File: src/rtl/bp_cfg_loader_pkg.sv
// Shared types for the boot-time configuration loader and its config-bus endpoints.
package bp_cfg_loader_pkg;

  typedef enum logic [2:0] {
    e_idle,
    e_fetch,
    e_send,
    e_unfreeze,
    e_done,
    e_error
  } bp_cfg_loader_state_e;

  localparam int bp_cfg_invalid_id_gp = 0;

  // Widest supported config-bus write; narrower instances zero-extend into it.
  typedef logic [7:0]  bus_core_t;
  typedef logic [15:0] bus_addr_t;
  typedef logic [63:0] bus_data_t;

  typedef struct packed {
    bus_core_t core;
    bus_addr_t addr;
    bus_data_t data;
  } bp_cfg_bus_s;

endpackage

File: src/rtl/bp_cfg_loader_if.sv
// Valid/ready config-bus write channel from the loader to the per-tile endpoints.
interface bp_cfg_loader_if #(
  parameter int core_width_p = 1,
  parameter int addr_width_p = 8,
  parameter int data_width_p = 64
);
  logic                    v;
  logic                    ready;
  logic [core_width_p-1:0] core;
  logic [addr_width_p-1:0] addr;
  logic [data_width_p-1:0] data;

  modport master (output v, core, addr, data, input ready);
  modport slave  (input v, core, addr, data, output ready);
endinterface

File: src/rtl/bp_cfg_loader.sv
// Streams one ROM-selected configuration to every core, then releases the cores from freeze in order.
module bp_cfg_loader
  import bp_cfg_loader_pkg::*;
#(
  parameter int num_cores_p      = 1,
  parameter int cfg_words_p      = 8,
  parameter int num_cfgs_p       = 9,
  parameter int cfg_id_width_p   = 7,
  parameter int cfg_addr_width_p = 8,
  parameter int cfg_data_width_p = 64,
  parameter logic [cfg_addr_width_p-1:0] freeze_addr_p = 8'hFF,
  localparam int core_width_lp = (num_cores_p > 1) ? $clog2(num_cores_p) : 1,
  localparam int word_width_lp = (cfg_words_p > 1) ? $clog2(cfg_words_p) : 1
) (
  input  logic                        clk_i,
  input  logic                        reset_n_i,
  input  logic                        start_i,
  input  logic [cfg_id_width_p-1:0]   cfg_sel_i,
  output logic [cfg_id_width_p-1:0]   rom_cfg_o,
  output logic [word_width_lp-1:0]    rom_addr_o,
  input  logic [cfg_data_width_p-1:0] rom_data_i,
  bp_cfg_loader_if.master             cfg,
  output logic [num_cores_p-1:0]      freeze_o,
  output logic                        busy_o,
  output logic                        done_o,
  output logic                        err_o
);
  // state     | meaning
  // e_idle    | waiting for the first start after reset
  // e_fetch   | ROM addressed with word_cnt; capture word into the bus registers
  // e_send    | config word offered on the bus, held until accepted
  // e_unfreeze| freeze-register clear offered to core core_cnt
  // e_done    | every core loaded and released
  // e_error   | last start named an invalid config

  localparam logic [core_width_lp-1:0] last_core_lp = core_width_lp'(num_cores_p - 1);
  localparam logic [word_width_lp-1:0] last_word_lp = word_width_lp'(cfg_words_p - 1);

  bp_cfg_loader_state_e          state_r;
  logic [core_width_lp-1:0]      core_cnt_r;
  logic [word_width_lp-1:0]      word_cnt_r;
  logic                          v_r;
  logic [core_width_lp-1:0]      core_r;
  logic [cfg_addr_width_p-1:0]   addr_r;
  logic [cfg_data_width_p-1:0]   data_r;
  logic [cfg_id_width_p-1:0]     rom_cfg_r;
  logic [num_cores_p-1:0]        freeze_r;
  logic                          busy_r;
  logic                          done_r;
  logic                          err_r;
  logic                          sel_ok;
  logic                          handshake;

  assign sel_ok    = (int'(cfg_sel_i) != bp_cfg_invalid_id_gp) && (int'(cfg_sel_i) < num_cfgs_p);
  assign handshake = v_r & cfg.ready;

  always_ff @(posedge clk_i or negedge reset_n_i) begin
    if (!reset_n_i) begin
      state_r    <= e_idle;
      core_cnt_r <= '0;
      word_cnt_r <= '0;
      v_r        <= 1'b0;
      core_r     <= '0;
      addr_r     <= '0;
      data_r     <= '0;
      rom_cfg_r  <= '0;
      freeze_r   <= '1;
      busy_r     <= 1'b0;
      done_r     <= 1'b0;
      err_r      <= 1'b0;
    end else begin
      unique case (state_r)
        e_idle, e_done, e_error: begin
          if (start_i) begin
            rom_cfg_r <= cfg_sel_i;
            done_r    <= 1'b0;
            if (!sel_ok) begin
              err_r   <= 1'b1;
              state_r <= e_error;
            end else begin
              err_r      <= 1'b0;
              core_cnt_r <= '0;
              word_cnt_r <= '0;
              freeze_r   <= '1;
              busy_r     <= 1'b1;
              state_r    <= e_fetch;
            end
          end
        end
        e_fetch: begin
          core_r  <= core_cnt_r;
          addr_r  <= cfg_addr_width_p'(word_cnt_r);
          data_r  <= rom_data_i;
          v_r     <= 1'b1;
          state_r <= e_send;
        end
        e_send: begin
          if (handshake) begin
            if (word_cnt_r != last_word_lp) begin
              word_cnt_r <= word_cnt_r + word_width_lp'(1);
              v_r        <= 1'b0;
              state_r    <= e_fetch;
            end else if (core_cnt_r != last_core_lp) begin
              word_cnt_r <= '0;
              core_cnt_r <= core_cnt_r + core_width_lp'(1);
              v_r        <= 1'b0;
              state_r    <= e_fetch;
            end else begin
              // Valid stays high: the first freeze clear goes out on the very next cycle.
              core_cnt_r <= '0;
              core_r     <= '0;
              addr_r     <= freeze_addr_p;
              data_r     <= '0;
              state_r    <= e_unfreeze;
            end
          end
        end
        e_unfreeze: begin
          if (handshake) begin
            freeze_r <= freeze_r & ~(num_cores_p'(1) << core_cnt_r);
            if (core_cnt_r == last_core_lp) begin
              v_r     <= 1'b0;
              busy_r  <= 1'b0;
              done_r  <= 1'b1;
              state_r <= e_done;
            end else begin
              core_cnt_r <= core_cnt_r + core_width_lp'(1);
              core_r     <= core_cnt_r + core_width_lp'(1);
            end
          end
        end
        default: state_r <= e_idle;
      endcase
    end
  end

  assign rom_cfg_o  = rom_cfg_r;
  assign rom_addr_o = word_cnt_r;
  assign cfg.v      = v_r;
  assign cfg.core   = core_r;
  assign cfg.addr   = addr_r;
  assign cfg.data   = data_r;
  assign freeze_o   = freeze_r;
  assign busy_o     = busy_r;
  assign done_o     = done_r;
  assign err_o      = err_r;

endmodule

File: src/flat_wrapper.sv
// flat-port wrapper written by rule: the top's interface ports become plain ports
module bp_cfg_loader_flat import bp_cfg_loader_pkg::*;
#(
  parameter int num_cores_p      = 1,
  parameter int cfg_words_p      = 8,
  parameter int num_cfgs_p       = 9,
  parameter int cfg_id_width_p   = 7,
  parameter int cfg_addr_width_p = 8,
  parameter int cfg_data_width_p = 64,
  parameter logic [cfg_addr_width_p-1:0] freeze_addr_p = 8'hFF,
  localparam int core_width_lp = (num_cores_p > 1) ? $clog2(num_cores_p) : 1,
  localparam int word_width_lp = (cfg_words_p > 1) ? $clog2(cfg_words_p) : 1
)
  (clk_i, reset_n_i, start_i, cfg_sel_i, rom_cfg_o, rom_addr_o, rom_data_i, freeze_o, busy_o, done_o, err_o, cfg_v, cfg_core, cfg_addr, cfg_data, cfg_ready);
  bp_cfg_loader_if #(.core_width_p(1), .addr_width_p(8), .data_width_p(64)) cfg_i ();
  input  logic clk_i;
  input  logic reset_n_i;
  input  logic start_i;
  input  logic [cfg_id_width_p-1:0] cfg_sel_i;
  output logic [cfg_id_width_p-1:0] rom_cfg_o;
  output logic [word_width_lp-1:0] rom_addr_o;
  input  logic [cfg_data_width_p-1:0] rom_data_i;
  output logic [num_cores_p-1:0] freeze_o;
  output logic busy_o;
  output logic done_o;
  output logic err_o;
  output wire logic [$bits(cfg_i.v)-1:0] cfg_v;
  output wire logic [$bits(cfg_i.core)-1:0] cfg_core;
  output wire logic [$bits(cfg_i.addr)-1:0] cfg_addr;
  output wire logic [$bits(cfg_i.data)-1:0] cfg_data;
  input wire logic [$bits(cfg_i.ready)-1:0] cfg_ready;
  assign cfg_v = cfg_i.v;
  assign cfg_core = cfg_i.core;
  assign cfg_addr = cfg_i.addr;
  assign cfg_data = cfg_i.data;
  assign cfg_i.ready = cfg_ready;
  bp_cfg_loader #(.num_cores_p(num_cores_p), .cfg_words_p(cfg_words_p), .num_cfgs_p(num_cfgs_p), .cfg_id_width_p(cfg_id_width_p), .cfg_addr_width_p(cfg_addr_width_p), .cfg_data_width_p(cfg_data_width_p), .freeze_addr_p(freeze_addr_p)) u_core (.clk_i(clk_i), .reset_n_i(reset_n_i), .start_i(start_i), .cfg_sel_i(cfg_sel_i), .rom_cfg_o(rom_cfg_o), .rom_addr_o(rom_addr_o), .rom_data_i(rom_data_i), .cfg(cfg_i), .freeze_o(freeze_o), .busy_o(busy_o), .done_o(done_o), .err_o(err_o));
endmodule
File: config.mk
export PLATFORM = sky130hd
export DESIGN_NAME = bp_cfg_loader_flat
export DESIGN_NICKNAME = d
export VERILOG_FILES = /design/src/rtl/bp_cfg_loader_pkg.sv /design/src/rtl/bp_cfg_loader_if.sv /design/src/rtl/bp_cfg_loader.sv /design/src/flat_wrapper.sv
export SDC_FILE = /design/constraint.sdc
export NUM_CORES = 1
export LEC_CHECK = 0
export BUFFER_PORTS_ARGS = -buffer_cell sky130_fd_sc_hd__buf_4
export CAP_MARGIN = 0
export CELL_PAD_IN_SITES_DETAIL_PLACEMENT = 1
export CELL_PAD_IN_SITES_GLOBAL_PLACEMENT = 2
export CORE_ASPECT_RATIO = 1.25
export CORE_MARGIN = 1.5
export CORE_UTILIZATION = 31
export DETAILED_ROUTE_END_ITERATION = 6
export HOLD_SLACK_MARGIN = 0.08
export MAX_ROUTING_LAYER = met4
export PLACE_DENSITY = 0.93
export SYNTH_ARGS = -nofsm -noshare
export SYNTH_HDL_FRONTEND = slang
export SYNTH_SLANG_ARGS = --single-unit
File: constraint.sdc
create_clock -name clk_i -period 3.4 [get_ports clk_i]
set_input_delay 0.68 -clock clk_i [delete_from_list [all_inputs] [get_ports clk_i]]
set_output_delay 0.68 -clock clk_i [all_outputs]
set_load 0.02 [all_outputs]
Yosys cells after proc, flatten, opt, wreduce, memory -nomap -nowiden:

Cells that the tools add are included.

* flip-flop bits (word level): 92
* input port bits: 75
* output and inout port bits: 88
* logic and storage cells: 103

* $add $sub $neg: 2
* $lt $le $gt $ge: 1
* equality and inequality tests: 15
* shifts and indexed selects: 1
* multiplexer cells: 50
* bitwise gates (word level): 3
* reduce and logical (&&, ||, !) cells: 19

Operators by type and width (count)
* $mux W64: 3
* $pmux W64 S2: 1
* $mux W3: 11
* $mux W8: 3
* $mux W1: 22
* $pmux W8 S2: 1
* $reduce_and A4 Y1: 4
* $reduce_and A5 Y1: 3
* $pmux W3 S4: 1
* $reduce_and A6 Y1: 2
* $pmux W1 S3: 3
* $ne A2 B1 Y1 const B: 4
* $ne A2 B2 Y1 const B: 4
* $lt A7 B4 Y1 const B: 1
* $reduce_bool A7 Y1: 1
* $eq A3 B2 Y1 const B: 2
* $eq A3 B3 Y1 const B: 2
* $pmux W1 S2: 3
* $pmux W3 S2: 1
* $reduce_bool A2 Y1: 3
* $reduce_bool A3 Y1: 2
* $add A3 B1 Y3 const B: 1
* $eq A3 B1 Y1 const B: 1
* $logic_not A3 Y1: 1
* other kinds (10): 11

Depth between registers and ports, before layout:

* depth after elaboration: 5
* mapped depth: 9
* gate-level depth less buffers: 6

Least setup slack after synthesis:

Ideal clock, no wire load.

* kind: register to register
* from: register u_core.word_cnt_r[0], in the netlist u_core.rom_addr_o[0]
* to: register u_core.core_r, in the netlist u_core.cfg.core
* library setup time: 0.119 ns
* arrival time: 1.787 ns
* data required time: 3.281 ns
* slack: 1.494 ns
* cell stages (with the launch flop): 10
* buffers on the path: 3
* clock period less this slack: 1.906 ns
* cells stage by stage: dfrtp_1 > ha_1 > ha_1 > nor2b_4 > nand4_1 > a21o_1 > clkbuf_2 > buf_6 > buf_6 > and2_1

* cells in the longest elaborated chain, start to end: 3

RTL lines
* start: declaration: line bp_cfg_loader.sv:41 `logic [word_width_lp-1:0] word_cnt_r;`
* start signal: assignment: line bp_cfg_loader.sv:100 `word_cnt_r <= word_cnt_r + word_width_lp'(1);`
* $ne A3 B3 Y1: line bp_cfg_loader.sv:99 `if (word_cnt_r != last_word_lp) begin`
* $ne A2 B2 Y1 (no line)
* $reduce_and A6 Y1 (no line)
* end signal: assignment: line bp_cfg_loader.sv:91 `core_r <= core_cnt_r;`
* end signal: assignment: line bp_cfg_loader.sv:128 `core_r <= core_cnt_r + core_width_lp'(1);`
* end: declaration: line bp_cfg_loader.sv:43 `logic [core_width_lp-1:0] core_r;`

Every way passes these cells.
A chain may end at the register's enable or synchronous reset.

Worst setup path after layout:

* from: register u_core.word_cnt_r[0], in the netlist u_core.rom_addr_o[0]
* to: register u_core.data_r[61], in the netlist u_core.cfg.data[61]

* cells in the longest elaborated chain, start to end: 3

RTL lines
* $ne A3 B3 Y1: line bp_cfg_loader.sv:99
* $ne A2 B2 Y1 (no line)
* $reduce_and A4 Y1 (no line)
* end signal: assignment: line bp_cfg_loader.sv:93 `data_r <= rom_data_i;`
* end: declaration: line bp_cfg_loader.sv:45 `logic [cfg_data_width_p-1:0] data_r;`

Every way passes these cells.

==> impl_metrics.prom <==
# TYPE chip_impl_metric gauge
chip_impl_info{name="outcome",value="complete, no violations"} 1
chip_impl_info{name="hold_path.class",value="reg -> reg"} 1
chip_impl_metric{name="insertedDiodeCount",unit=""} 0
chip_impl_info{name="critPathCaptureType",value="flop"} 1
chip_impl_metric{name="max_clock_freq",unit="MHz"} 442
chip_impl_metric{name="post-route-util",unit="%"} 45.4
chip_impl_info{name="crit_top_cell",value="ha_1"} 1
chip_impl_metric{name="dp_hpwl",unit="mm"} 7.40
chip_impl_metric{name="initial_core_util",unit="%"} 32.0
chip_impl_metric{name="pin_count",unit=""} 163
chip_impl_info{name="crit_chain",value="ha_1 > ha_1 > nor2b_4 > nand4_1 > a21o_4 > buf_12 > mux2i_1"} 1
chip_impl_metric{name="placement.io_buffers",unit=""} 162
chip_impl_metric{name="timing.clock.skew",unit="ps"} 9.09
chip_impl_metric{name="synthDominantCellAreaShare",unit="%"} 55.0
chip_impl_metric{name="die_area",unit="µm²"} 13300
chip_impl_metric{name="final.setup.worst_slack",unit="ps"} 1140
chip_impl_metric{name="syn-mean-instance-area",unit="µm²"} 10.6
chip_impl_metric{name="path_max_fanout",unit=""} 42
chip_impl_metric{name="die-height",unit="µm"} 129
chip_impl_metric{name="cts_inserted_buffers",unit=""} 9
chip_impl_info{name="cts-root-buf",value="clkbuf_16"} 1
chip_impl_metric{name="dieWidth",unit="µm"} 104
chip_impl_info{name="clock_tree_from_tritoncts",value="yes"} 1
chip_impl_metric{name="cts.hold.buffers_added",unit=""} 0
chip_impl_metric{name="worst_ep_arrival_time",unit="ps"} 2510
chip_impl_metric{name="timing.setup.tns",unit="ps"} 0
chip_impl_metric{name="count_of_different_cell_masters_after_synthesis",unit=""} 35
chip_impl_metric{name="gpl.final_weighted_congestion",unit=""} 0.747
chip_impl_metric{name="grt_first_pass_wirelength",unit="mm"} 16.5
chip_impl_metric{name="clock_sinks",unit=""} 87
chip_impl_metric{name="slew_viol_final",unit=""} 0
chip_impl_metric{name="mappedNetlistNets",unit=""} 447
chip_impl_metric{name="ys_warn_count",unit=""} 0
chip_impl_metric{name="remaining_drc_errors",unit=""} 0
chip_impl_metric{name="cap_violations",unit=""} 0
chip_impl_info{name="netlist_top_cells_area",value="dfrtp_1, mux2i_1, inv_1"} 1
chip_impl_metric{name="area.growth.synth_to_final",unit="%"} 41.7
chip_impl_metric{name="routed_wl",unit="mm"} 10.2
chip_impl_metric{name="max_slew.worst_pin.slew",unit="ps"} 1120
chip_impl_metric{name="grt_antenna_before_repair",unit=""} 0
chip_impl_metric{name="synth_seq_area_share",unit="%"} 55.7
chip_impl_metric{name="syn-cell-area",unit="µm²"} 3910
chip_impl_metric{name="worst_ir_drop_on_vdd",unit="µV"} 373
chip_impl_metric{name="total_number_of_vias",unit=""} 3111
chip_impl_metric{name="drtIter0Drc",unit=""} 49
chip_impl_info{name="worst_path_slowest_cell",value="dfrtp_1"} 1
chip_impl_info{name="cp-start-kind",value="flop"} 1
chip_impl_metric{name="detail-route-antenna-nets",unit=""} 0
chip_impl_metric{name="post_drt_wl_per_cell",unit="µm"} 14.8
chip_impl_metric{name="fillCellCount",unit=""} 1403
chip_impl_metric{name="grt_max_degree",unit=""} 88
chip_impl_metric{name="slew-limit-headroom",unit="%"} 25.3
chip_impl_metric{name="ys_ff_latch",unit=""} 87
chip_impl_metric{name="required",unit="ps"} 3640
chip_impl_metric{name="clk_latency",unit="ps"} 330
chip_impl_metric{name="clock_path_buffers",unit=""} 2
chip_impl_metric{name="number_of_cells_produced_by_synthesis",unit=""} 370
chip_impl_metric{name="cts_setup_buffers",unit=""} 0
chip_impl_metric{name="timing.final.crit_share",unit="%"} 66.6
chip_impl_metric{name="cellLeakagePower",unit="nW"} 3.31
chip_impl_info{name="rsz0062_at_grt",value="no"} 1
chip_impl_metric{name="design.core.area",unit="µm²"} 12200
chip_impl_metric{name="dp_cells",unit=""} 675
chip_impl_metric{name="post_layout_total_power",unit="mW"} 5.66
chip_impl_metric{name="placement_rows",unit=""} 45
chip_impl_metric{name="num-nets-final",unit=""} 599
chip_impl_metric{name="cts.clk_slew.worst_paths",unit="ps"} 60
chip_impl_metric{name="finalHoldViolCount",unit=""} 0
chip_impl_info{name="synth.largest_area_cell",value="dfrtp_1"} 1
chip_impl_metric{name="detail_route.first_pass.iterations",unit=""} 4
chip_impl_metric{name="routed_via_density",unit=""} 4.50
chip_impl_metric{name="setup_viol",unit=""} 0
chip_impl_metric{name="crit_path_max_incr_delay",unit="ps"} 420
chip_impl_metric{name="cellPowerDensity",unit="nW/µm²"} 1020
chip_impl_metric{name="grt_pass1_vias",unit=""} 3391
chip_impl_metric{name="finalWorstPathRequiredPeriod",unit="ps"} 2260
chip_impl_metric{name="preCtsSetupSlack",unit="ps"} 1140
chip_impl_metric{name="grt.total_usage",unit="%"} 16.0
chip_impl_metric{name="finish.cell_count_without_fillers",unit=""} 691
chip_impl_metric{name="postCtsResizedCells",unit=""} 0
chip_impl_metric{name="grt.overflow.total",unit=""} 0
chip_impl_metric{name="clock_tree.htree_level_count",unit=""} 3
chip_impl_metric{name="fraction_of_layout_cells_with_a_size_suffix_above_1",unit="%"} 36.1
chip_impl_info{name="worstSetupPathType",value="reg -> reg"} 1
[stage by stage]
step           hold slack (ps)  area, µm²
2_1_floorplan              384       3910
3_3_place_gp               467       5220
3_5_place_dp               471       5220
4_1_cts                    493       5540
5_1_grt                    515       5540
6_report                   487       5540
[sequential cells by signal (all words and copies together) (netlist names)]
signal             flops
u_core.rom_addr_o      3
u_core.done_o          1
u_core.freeze_o        1
u_core.busy_o          1
u_core.cfg.addr        4
u_core.cfg.v           1
u_core.state_r         3
u_core.rom_cfg_o       7
u_core.cfg.data       64
u_core.err_o           1
u_core.cfg.core        1
[worst max-delay path: cells and delay by family (launching register included)]
| family | cells | cell delay, ps |
|---|---|---|
| DFF | 1 | 420 |
| adders and majority gates | 2 | 430 |
| AOI/OAI and AO/OA | 1 | 420 |
| and+or+nand+nor | 2 | 260 |
| buffers and inverters | 1 | 340 |
| muxes | 1 | 250 |
[layer usage]
metal | share of wire (%) | track usage (%) | vias to the layer above
li1 | - | - | 1460
met1 | 40 | 17.9 | 1533
met2 | 52 | 27.5 | 97
met3 | 4.5 | 3.29 | 21
met4 | 2.9 | 7.43 | 0
met5 | 0 | - | -
[placed cells by master, fill, tap and decap left out, types with 2 or more instances in the layout]
cell         n
nor3_1       3
nand4_1      2
ha_1         2
mux2_2       8
nor4_1       2
clkbuf_16    9
inv_1       70
bufinv_16    2
o21ai_0      5
a21o_1       2
dfrtp_1     86
nand2_1     70
mux2i_1     65
a22o_1       2
nand2b_1     5
buf_4      162
nor4b_1      2
nor2_1       3
a21oi_1      6
[final timing paths]
check | from | end | slack, ps | depth (start not counted)
setup / recovery | u_core.rom_addr_o[0] | u_core.cfg.data[61] | 1140 | 7
hold / removal | u_core.cfg.core | u_core.cfg.core | 490 | 1
setup reg to reg | u_core.rom_addr_o[0] | u_core.cfg.data[61] | 1140 | 7
hold reg to reg | u_core.cfg.core | u_core.cfg.core | 490 | 1
max in group asynchronous | reset_n_i | u_core.cfg.data[45] | 2130 | 1
min in group asynchronous | reset_n_i | u_core.cfg.v | 550 | 1
[power by group]
group | switching [mW] | internal (mW)
sequential | 0.356 | 1.55
combinational | 1.49 | 1.20
clock | 0.402 | 0.664
total | 2.25 | 3.42
[kinds of logic after synthesis]
group	after synthesis	share of synthesized area [%]
fa+ha+maj	2	0.639
xor+xnor	1	0.224
compound gates	22	3.64
buf+inv	92	10.4
flops	87	55.7
simple gates	93	10.5
mux	73	18.9
[cells in the mapped netlist, drive strengths merged]
cell	count
a211o	1
a21o	3
a21oi	6
a22o	2
a31oi	1
and2	1
and3	1
buf	19
clkbuf	3
dfrtp	86
dfstp	1
ha	2
inv	70
mux2	8
mux2i	65
nand2	70
nand2b	5
nand4	2
nor2	3
nor2b	2
nor3	3
nor4	2
nor4b	2
o21ai	5
o221ai	1
o22ai	1
o31a	1
o32ai	1
or3	1
or3b	1
xor2	1
[final cells by class]
type	count	area [µm²]	share of cell area, %
well taps	164	205	3.70
repair buffers	163	1240	22.3
multi-input cells	191	1340	24.1
flip-flops and latches	87	2180	39.3
inverters	70	263	4.74
clock inverters	5	81.3	1.47
clock buffers	11	243	4.38
No activity file was read; power rests on OpenSTA's default activity.
